### config.mk
export PLATFORM = sky130hd
export DESIGN_NAME = ama_riscv_pipeline_ctrl
export DESIGN_NICKNAME = d
export VERILOG_FILES = /design/src/rtl/ama_riscv_pipeline_ctrl.sv
export SDC_FILE = /design/constraint.sdc
export NUM_CORES = 1
export LEC_CHECK = 0
export BUFFER_PORTS_ARGS = -buffer_cell sky130_fd_sc_hd__buf_2
export CAP_MARGIN = 20
export CORE_AREA = 2 2 68 70
export CTS_BUF_LIST = sky130_fd_sc_hd__clkbuf_8
export DETAILED_ROUTE_END_ITERATION = 10
export DIE_AREA = 0 0 70 72
export HOLD_SLACK_MARGIN = 0.12
export PLACE_DENSITY = 0.85
export SLEW_MARGIN = 20
export SYNTH_ARGS = -nofsm -noshare
export SYNTH_HDL_FRONTEND = slang
export SYNTH_SLANG_ARGS = --single-unit
### constraint.sdc
create_clock -name clk -period 3.9 [get_ports clk]
set_input_delay 0.195 -clock clk [delete_from_list [all_inputs] [get_ports clk]]
set_output_delay 0.195 -clock clk [all_outputs]
set_load 0.03 [all_outputs]
### src/rtl/ama_riscv_pipeline_ctrl.sv
// Pipeline hazard/flush controller for the AMA-RISCV 5-stage core: load-use stalls,
// branch/JALR resolution wait with timeout, JAL fetch flush, post-reset flush and bubble counter.
module ama_riscv_pipeline_ctrl #(
    parameter int INIT_CYCLES = 3,
    parameter int MAX_WAIT    = 4,
    parameter int CNT_W       = 32
) (
    input  logic             clk,
    input  logic             rst,
    input  logic             branch_id,
    input  logic             jalr_id,
    input  logic             jal_id,
    input  logic [4:0]       rs1_id,
    input  logic [4:0]       rs2_id,
    input  logic             rs1_used_id,
    input  logic             rs2_used_id,
    input  logic             load_ex,
    input  logic [4:0]       rd_ex,
    input  logic             resolve_valid,
    input  logic             resolve_taken,
    output logic             stall_if,
    output logic             stall_id,
    output logic             clear_if,
    output logic             clear_id,
    output logic             clear_ex,
    output logic             ctrl_busy,
    output logic             timeout_err,
    output logic [CNT_W-1:0] bubble_cnt
);

    localparam int INIT_W = $clog2(INIT_CYCLES + 1);
    localparam int WAIT_W = $clog2(MAX_WAIT + 1);
    localparam logic [INIT_W-1:0] INIT_LAST = INIT_W'(INIT_CYCLES - 1);
    localparam logic [WAIT_W-1:0] WAIT_LAST = WAIT_W'(MAX_WAIT - 1);

    typedef enum logic [1:0] {ST_INIT, ST_RUN, ST_WAIT} state_t;

    state_t            state, state_nxt;
    logic [INIT_W-1:0] init_cnt, init_cnt_nxt;
    logic [WAIT_W-1:0] wait_cnt, wait_cnt_nxt;
    logic              timeout_q, timeout_now;
    logic [CNT_W-1:0]  bubble_q;
    logic              load_use, bubble_inc;

    assign load_use = load_ex && (rd_ex != 5'd0) &&
                      ((rs1_used_id && (rs1_id == rd_ex)) || (rs2_used_id && (rs2_id == rd_ex)));

    // NOTE: every signal written here gets a default first so no latch is inferred.
    always_comb begin
        state_nxt    = state;
        init_cnt_nxt = init_cnt;
        wait_cnt_nxt = wait_cnt;
        timeout_now  = 1'b0;
        stall_if     = 1'b0;
        stall_id     = 1'b0;
        clear_if     = 1'b0;
        clear_id     = 1'b0;
        clear_ex     = 1'b0;
        ctrl_busy    = 1'b0;

        case (state)
            ST_INIT: begin
                {stall_if, clear_if, clear_id, clear_ex, ctrl_busy} = 5'b11111;
                if (init_cnt == INIT_LAST) begin
                    state_nxt    = ST_RUN;
                    init_cnt_nxt = '0;
                end else begin
                    init_cnt_nxt = init_cnt + 1'b1;
                end
            end
            ST_RUN: begin
                // Load-use blocks control flow; a waiting branch is taken up next cycle.
                if (load_use) begin
                    {stall_if, stall_id, clear_ex} = 3'b111;
                end else if (branch_id || jalr_id) begin
                    state_nxt    = ST_WAIT;
                    wait_cnt_nxt = '0;
                end else if (jal_id) begin
                    clear_if = 1'b1;
                end
            end
            ST_WAIT: begin
                {stall_if, clear_id, ctrl_busy} = 3'b111;
                if (resolve_valid) begin
                    stall_if  = 1'b0;
                    clear_if  = resolve_taken;
                    state_nxt = ST_RUN;
                end else if (wait_cnt == WAIT_LAST) begin
                    stall_if    = 1'b0;
                    clear_if    = 1'b1;
                    timeout_now = 1'b1;
                    state_nxt   = ST_RUN;
                end else begin
                    wait_cnt_nxt = wait_cnt + 1'b1;
                end
            end
            default: state_nxt = ST_INIT;
        endcase

        if (rst) begin
            {stall_if, clear_if, clear_id, clear_ex, ctrl_busy} = 5'b11111;
            stall_id = 1'b0;
        end
    end

    assign bubble_inc  = (state != ST_INIT) && (clear_id || clear_ex);
    assign timeout_err = !rst && (timeout_q || timeout_now);
    assign bubble_cnt  = rst ? '0 : bubble_q;

    // NOTE: sequential state uses non-blocking assignments so all registers update together.
    always_ff @(posedge clk) begin
        if (rst) begin
            state     <= ST_INIT;
            init_cnt  <= '0;
            wait_cnt  <= '0;
            timeout_q <= 1'b0;
            bubble_q  <= '0;
        end else begin
            state    <= state_nxt;
            init_cnt <= init_cnt_nxt;
            wait_cnt <= wait_cnt_nxt;
            if (timeout_now) timeout_q <= 1'b1;
            if (bubble_inc)  bubble_q  <= bubble_q + 1'b1;
        end
    end

endmodule

==> impl_metrics.yaml <==
route:
  ant_nets: 0
  totalWireLength_mm: 5.65
  wl_per_cell_um: 13.6
  drc_errors: 0
  dr_total_vias: 2420
  drt_iter0_markers: 161
  viasPerCell: 5.82
  drtPass1Iterations: 4
placement:
  io_buffers: 63
  routabilityCongestion: 0.754
  dp_hpwl_mm: 3.99
setup_path:
  critical_path_required_ns: 4.13
  crit_chain: "nand2b_1 > or3_1 > o22a_2 > or4_1 > a21oi_1"
  arrival_ns: 2.59
  critical_path.endpoint_type: "flop"
  crit_slowest_cell: "dfxtp_1"
  start_kind: "flop"
  path_max_fanout: 19
  crit_type: "reg2reg"
  critical_path.max_stage_delay_ns: 0.65
yosys:
  ys_types: 46
  syn_area_um2: 2440
  ys_seq_elements: 40
  ys_seq_area_frac: 0.328
  synth_commonest_cells: "40 x dfxtp_1, 30 x nor2_1, 28 x nor2b_1"
  synth_nets: 338
  yosysMostFrequentCell: "dfxtp_1"
  netlist_instances: 310
  synth_top_flop_cell: "dfxtp_1"
  yosysTopAreaCell: "dfxtp_1"
  avgSynthCellArea_um2: 7.87
  synth.yosys.warnings: 0
  synth_top_area_frac: 0.328
  synthArstFlopShare: 0
  synth_edf_count: 0
  yosys-top-cells-area: "dfxtp_1 33%, nor2b_1 7.2%, a21oi_1 5.5%"
run:
  cap_violations: 0
cells_and_area:
  n_fill_cell: 368
  multi_input_area_um2: 1520
  seq_area_um2: 801
  area_growth_pct: 16.4
  drive_above_1_share: 0.253
  finalNetCount: 391
  n_antenna_cell: 0
sta:
  max_freq_mhz: 423
  hold_violations: 0
  fin_crit_sh: 0.607
  finalSetupViolCount: 0
  clock_skew_ns: 0.00557
  worst_slew_pin_slew_ns: 0.889
  rsz0062_at_grt: "no"
  drv_slew: 0
  tns_ns: 0
  slew-limit-headroom: 0.402
  finalWorstPathRequiredPeriod_ns: 2.37
  holdWs_ns: 0.271
clock_tree:
  cts_resized: 0
  cts_tree: "yes"
  cts_setup_buffers: 0
  cts_made_buffers: 5
  h-tree-depth: 2
  clkTransAtPathRegs_ns: 0.08
  cts_root_buf: "clkbuf_8"
  clock-sinks: 40
  cts_buffer_depth: 2
  hold_buffers: 0
  clock_latency_ns: 0.30
grt:
  grt_overflow: 0
  grt_pass1_vias: 2233
  grt_start_max_net_pins: 78
  antenna_found_initial: 0
  grt_util_all_layers: 0.229
  grt_pass1_wl_mm: 9.54
power:
  ir_drop_mv: 0.161
  finalPower_mw: 0.812
  power.density_nw_per_um2: 286
  leakagePower_nw: 1.12
floorplanning:
  fp.coreArea_um2: 4260
  die_x_um: 70
  die-height_um: 72
  fp-row-count: 24
  io_pins: 64
  die_area_um2: 5040
  start_util: 0.572
worst_hold_path:
  hold_path_class: "in2reg"
status:
  status: "finished, final reports clean"
[power breakdown]
| group | internal, mW | switching [mW] | leakage, nW |
|---|---|---|---|
| clock network | 0.141 | 0.151 | 0.0486 |
| registers | 0.415 | 0.0104 | 0.323 |
| logic | 0.0387 | 0.0558 | 0.745 |
| total | 0.595 | 0.217 | 1.12 |
[cells by family after synthesis]
kind of cell,after synthesis,share of synthesized area
and+or+nand+nor,144,0.331
AOI/OAI and AO/OA,72,0.179
DFF,40,0.328
buffers and inverters,27,0.0472
muxes,13,0.0590
xor gates and xnor gates,11,0.0395
adders and majority gates,3,0.0154
[registers in the layout, summed over array words and instances (netlist names)]
register / flops
state: 2
init_cnt: 2
timeout_q: 1
wait_cnt: 3
bubble_q: 32
[layer usage]
| layer | share of wire | track usage | vias up |
|---|---|---|---|
| li1 | - | - | 1216 |
| met1 | 0.43 | 0.266 | 1141 |
| met2 | 0.51 | 0.416 | 55 |
| met3 | 0.050 | 0.0514 | 8 |
| met4 | 0.013 | 0.0855 | 0 |
| met5 | 0 | 0 | - |
[placed cells by master (no fill, tap or decap), types with 5 or more instances in the layout]
master / Yosys / routed
a21oi_1: 27 / 27
and3_1: 7 / 7
buf_2: 2 / 63
clkbuf_8: 0 / 6
dfxtp_1: 40 / 40
inv_1: 9 / 10
mux2_2: 11 / 11
nand2_1: 14 / 14
nand3_1: 14 / 14
nand4_1: 5 / 5
nor2_1: 30 / 30
nor2b_1: 28 / 28
nor4_1: 5 / 5
o21ai_0: 21 / 21
o31ai_1: 7 / 7
or3_1: 12 / 12
or4_1: 8 / 8
xor2_1: 8 / 8
[worst max-delay path, delay by kind of cell (launching register included)]
| family | cells | cell delay [ns] |
|---|---|---|
| and+or+nand+nor | 3 | 1.16 |
| DFF | 1 | 0.65 |
| AOI/OAI and AO/OA | 2 | 0.49 |
[final timing paths]
path / from / endpoint / slack (ns) / cells past startpoint
hold / removal: branch_id / state[1] / 0.27 / 4
hold reg to reg: timeout_q / timeout_q / 0.46 / 2
setup / recovery: state[0] / bubble_q[22] / 1.53 / 5
setup reg to reg: state[0] / bubble_q[22] / 1.53 / 5
[per-stage QoR]
step                      instance area, um^2   util  setup WS, ns  instances
after global placement                   2750  0.644          1.53        408
after CTS                                2840  0.666          1.54        416
after floorplan                          2440      -          1.82        310
final                                    2840  0.666          1.53        416
after global routing                     2840  0.666          1.36        416
after detailed placement                 2750  0.644          1.47        408
[final cells by class]
cell class / count / share of cell area
Clock inverter: 2 / 0.00397
Sequential cell: 40 / 0.282
Multi-Input combinational cell: 243 / 0.536
Timing Repair Buffer: 64 / 0.114
Inverter: 9 / 0.0119
Clock buffer: 6 / 0.0291
Tap cell: 52 / 0.0229
Note: power is estimated with default switching activity, not from simulation.
